--- config.mk ---
export PLATFORM = sky130hd
export DESIGN_NAME = instr_fetch_reader
export DESIGN_NICKNAME = d
export VERILOG_FILES = /design/src/rtl/instr_fetch_reader.sv
export SDC_FILE = /design/constraint.sdc
export NUM_CORES = 1
export LEC_CHECK = 0
export CAP_MARGIN = 20
export CORE_UTILIZATION = 35
export CTS_CLUSTER_SIZE = 10
export DETAILED_ROUTE_END_ITERATION = 10
export GPL_ROUTABILITY_DRIVEN = 0
export HOLD_SLACK_MARGIN = 0.05
export PLACE_DENSITY = 0.59
export SLEW_MARGIN = 20
export SYNTH_ARGS = -nofsm -noshare
export SYNTH_HDL_FRONTEND = slang
export SYNTH_SLANG_ARGS = --single-unit
--- constraint.sdc ---
create_clock -name clk -period 2.8 [get_ports clk]
set_input_delay 0.56 -clock clk [delete_from_list [all_inputs] [get_ports clk]]
set_output_delay 0.56 -clock clk [all_outputs]
set_load 0.02 [all_outputs]
--- src/rtl/instr_fetch_reader.sv ---
// Read-side sequencer for the instruction register: walks read_pointer over a
// burst of consecutive entries (wrapping), captures each word into a small
// output FIFO and streams it downstream over a valid/ready handshake.

package ifr_pkg;
  typedef logic [4:0] address_t;
  typedef enum logic [2:0] {ZERO, ADD, SUB, AND_OP, OR_OP, XOR_OP, SHL, SHR} opc_t;
  typedef struct packed {
    opc_t       opc;
    logic [7:0] op_a;
    logic [7:0] op_b;
    logic [7:0] result;
  } instruction_t;
endpackage

module instr_fetch_reader
  import ifr_pkg::*;
#(
  parameter int FIFO_DEPTH  = 2,
  parameter int NUM_ENTRIES = 32
) (
  input  logic         clk,
  input  logic         reset_n,
  input  logic         start,
  input  address_t     base_ptr,
  input  logic [5:0]   count,
  input  logic         abort,
  output address_t     read_pointer,
  input  instruction_t instruction_word,
  output logic         out_valid,
  input  logic         out_ready,
  output instruction_t out_word,
  output address_t     out_index,
  output logic         out_last,
  output logic         busy,
  output logic         done
);

  localparam int PW = $clog2(FIFO_DEPTH);
  localparam int CW = $clog2(FIFO_DEPTH + 1);
  localparam logic [5:0] MAX_CNT = 6'(NUM_ENTRIES);

  typedef enum logic [1:0] {IDLE, FETCH, DRAIN} state_t;

  typedef struct packed {
    instruction_t word;
    address_t     index;
    logic         last;
  } entry_t;

  state_t        state;
  logic [5:0]    remaining;
  entry_t        mem [FIFO_DEPTH];
  logic [PW-1:0] wr_ptr, rd_ptr;
  logic [CW-1:0] fill;
  entry_t        head;
  logic          full, push, pop;

  assign head = mem[rd_ptr];
  assign full = (fill == CW'(FIFO_DEPTH));
  assign pop  = out_valid && out_ready;
  // A same-cycle pop frees a slot, so a full FIFO never stalls a draining consumer.
  assign push = (state == FETCH) && (!full || pop);

  // Outputs are forced to zero while empty so flushed/stale entries never leak.
  assign out_valid = (fill != '0);
  assign out_word  = out_valid ? head.word  : '0;
  assign out_index = out_valid ? head.index : '0;
  assign out_last  = out_valid ? head.last  : 1'b0;
  assign busy      = (state != IDLE);

  // FIFO storage: data only, validity tracked by fill so no reset needed here.
  always_ff @(posedge clk) begin
    if (push) mem[wr_ptr] <= '{word: instruction_word, index: read_pointer,
                               last: (remaining == 6'd1)};
  end

  // Sequencer FSM plus FIFO pointer/occupancy bookkeeping.
  always_ff @(posedge clk) begin
    if (!reset_n) begin
      state        <= IDLE;
      read_pointer <= '0;
      remaining    <= '0;
      wr_ptr       <= '0;
      rd_ptr       <= '0;
      fill         <= '0;
      done         <= 1'b0;
    end else begin
      done <= 1'b0;
      if (pop)  rd_ptr <= rd_ptr + PW'(1);
      if (push) wr_ptr <= wr_ptr + PW'(1);
      if (push && !pop)      fill <= fill + CW'(1);
      else if (pop && !push) fill <= fill - CW'(1);

      case (state)
        IDLE: begin
          if (start && count != '0) begin
            state        <= FETCH;
            read_pointer <= base_ptr;
            remaining    <= (count > MAX_CNT) ? MAX_CNT : count;
          end
        end
        FETCH: begin
          if (push) begin
            read_pointer <= (read_pointer == address_t'(NUM_ENTRIES - 1)) ? '0
                                                                         : read_pointer + 5'd1;
            remaining    <= remaining - 6'd1;
            if (remaining == 6'd1) state <= DRAIN;
          end
        end
        DRAIN: begin
          if (pop && head.last) begin
            state <= IDLE;
            done  <= 1'b1;
          end
        end
        default: state <= IDLE;
      endcase

      // Abort overrides everything above: drop the burst and empty the FIFO.
      if (abort && state != IDLE) begin
        state  <= IDLE;
        wr_ptr <= '0;
        rd_ptr <= '0;
        fill   <= '0;
        done   <= 1'b0;
      end
    end
  end

endmodule

==> impl_metrics.py <==
metrics = {
    "run_status": {
        "run_status": "finished, final reports clean",
    },
    "clock_network": {
        "clk_pin_slew_ns": 0.08,
        "clk_latency_ns": 0.34,
        "numCtsBuffers": 9,
        "ctsHoldBuffers": 0,
        "root_buffer": "clkbuf_8",
        "cts_htree_levels": 3,
        "cts_resized": 0,
        "post_cts_buffers": 0,
        "clkSinkCount": 85,
        "cts_tree": "yes",
        "clock_path_buffers": 2,
    },
    "worst_setup_path": {
        "slowest_stage": "clkdlybuf4s50_1",
        "cp_cell_sequence": "buf_12, mux2i_1, nor2_1, clkdlybuf4s50_1",
        "path_buf_inv": 2,
        "cp_max_fo": 20,
        "crit_arrival_ns": 1.89,
        "crit_family": "buffers and inverters",
        "crit_type": "reg2out",
        "r2r_start": "fill[1]",
        "end_kind": "primary output",
        "cp.required_ns": 2.24,
        "r2r_slack_ns": 0.79,
        "start_kind": "flop",
        "critPathMaxStageDelay_ns": 0.62,
    },
    "synth": {
        "synthTopCellsByCount": "edfxtp_1, nor2_1, mux2i_1, dfxtp_1, a21oi_1",
        "syn_inst": 263,
        "synth_top_area_frac": 0.555,
        "syn_area_um2": 3570,
        "avgSynthCellArea_um2": 13.6,
        "synth_seq_cells": 85,
        "syn-num-nets": 311,
        "synth_top_area_cell": "edfxtp_1",
        "synthAdderAreaFrac": 0.0175,
        "synth_compound_area_frac": 0.0750,
        "synthMuxAreaShare": 0.0925,
        "synth_xor_area_frac": 0.0172,
        "synth_simple_gate_area_frac": 0.115,
        "synth-async-reset-ratio": 0,
        "yosysUniqueCellTypes": 49,
        "synth_top_cells_by_area": "edfxtp_1, dfxtp_1, mux2i_1",
        "ys_warn_count": 0,
        "synth_ff_type": "edfxtp_1",
        "yosys.cell_count.top_type": "edfxtp_1",
        "synth_top_family_by_area": "simple AND/OR/NAND/NOR gates",
        "synth_edf_count": 66,
        "yosysSeqAreaShare": 0.661,
    },
    "hold_path": {
        "holdCritPathClass": "reg2reg",
        "hold_start": "rd_ptr",
    },
    "timing": {
        "finalSetupViolCount": 0,
        "period_share": 0.873,
        "tns_ns": 0,
        "rsz0062_at_grt": "no",
        "period_needed_ns": 2.45,
        "relSlewSlack": 0.349,
        "final-hold-violation-count": 0,
        "fin_skew_ns": 0.00915,
        "report.final.slew_viol_count": 0,
        "max_freq_mhz": 409,
        "tightestPinTransition_ns": 0.975,
    },
    "die": {
        "core_area_um2": 9820,
        "initial_core_util": 0.364,
        "num_rows": 36,
        "io_pins": 84,
        "die-area_um2": 10600,
        "dieHeight_um": 103,
        "die_w_um": 103,
    },
    "power": {
        "p_leak_nw": 1.62,
        "p_int_mw": 2.59,
        "power_density_nw_per_um2": 807,
        "total_power_mw": 3.85,
        "p_switching_mw": 1.26,
        "seqPwrFrac": 0.411,
        "comb_power_share": 0.372,
        "netSwitchingFraction": 0.328,
        "peakVddDrop_mv": 0.324,
        "power_frac_clock": 0.217,
    },
    "placed_design": {
        "placedCellCount": 474,
        "port_buffers": 83,
        "dpl-instance-area_um2": 4580,
        "dp_hpwl_mm": 5.00,
    },
    "job": {
        "maxCapViolCount": 0,
    },
    "routing": {
        "ant_nets": 0,
        "wl_per_cell_um": 14.9,
        "drtIter0Drc": 107,
        "vias_per_cell": 4.84,
        "drcViolationCount": 0,
        "routed_wl_mm": 7.29,
        "dr.pass1.iters": 4,
        "routed-via-count": 2372,
    },
    "global_route": {
        "antenna_found_initial": 0,
        "grt_max_degree": 35,
        "gr-usage-all-layers": 0.143,
        "overflow": 0,
        "grt_pass1_vias": 2344,
        "grt_pass1_wl_mm": 11.4,
    },
    "cells_and_area": {
        "fin_nets": 400,
        "final_cell_area_um2": 4770,
        "final_layout_size_suffix_gt1_frac": 0.0868,
        "area_growth_pct": 33.6,
        "antenna_cells": 0,
        "final_cells": 490,
        "final_util": 0.486,
    },
}
## cell families (layout without fill, tap and decap cells)
logic type,count (synthesis),after routing
compound gates,35,35
xor+xnor,7,7
simple gates,81,81
buf+inv,17,111
fa+ha+maj,5,5
mux,33,33
flops,85,85
## metal layers
layer | part of all wire | track usage
met1 | 0.46 | 0.186
met2 | 0.47 | 0.233
met3 | 0.055 | 0.0319
met4 | 0.012 | 0.0585
met5 | 0 | 0
## through the flow
stage / hold WS (ns) / worst slack, ns
2_1_floorplan: 0.472 / 0.203
3_3_place_gp: 0.490 / 0.241
3_5_place_dp: 0.499 / 0.210
4_1_cts: 0.523 / 0.328
5_1_grt: 0.567 / 0.224
6_report: 0.526 / 0.355
## cell type report
class / instances / area [um^2]
inverter: 7 / 26.3
timing repair buffer: 88 / 881
clock inverter: 5 / 51.3
multi-input combinational: 161 / 1140
fill: 936 / 5050
clock buffer: 11 / 141
tap: 133 / 166
sequential: 85 / 2360
## registers in the layout (all words and copies together) (netlist names), named ones only
register / flops
wr_ptr: 1
done: 1
read_pointer: 5
state: 2
fill: 2
rd_ptr: 1
remaining: 6
mem: 66
## worst register-to-register path, cell delays in order (launching register included)
cell,delay [ns]
dfxtp_1,0.39
or3b_4,0.44
nand2_4,0.14
inv_2,0.13
ha_1,0.34
or3_1,0.35
a21oi_1,0.15
## power by group through the flow
| stage | clock, mW | combinational, mW | sequential, mW |
|---|---|---|---|
| finish | 0.837 | 1.43 | 1.58 |
| global route | 0.911 | 1.56 | 1.60 |
| CTS | 0.863 | 1.45 | 1.58 |
| detailed placement | 0 | 1.45 | 1.61 |
| global placement | 0 | 1.44 | 1.61 |
| floorplan | 0 | 0.825 | 1.59 |
## layout by cell type (no fill, tap or decap), types with 3 or more instances in the layout
cell	n
nand3b_1	3
xor2_1	5
nand3_1	4
buf_4	4
nor3_1	6
mux2i_1	33
clkbuf_8	10
ha_1	5
nor2_1	41
clkdlybuf4s50_1	83
dfxtp_1	18
a311oi_1	3
inv_1	6
edfxtp_1	66
nor3b_1	6
nand2_1	4
a21oi_1	8
## final timing paths
| check | endpoint | depth (start not counted) |
|---|---|---|
| worst min register to register | flop | 2 |
| worst max register to register | fill[1] | 6 |
| worst min-delay path | flop | 2 |
| worst max-delay path | out_word[23] | 4 |
No activity file was read; power rests on OpenSTA's default activity.
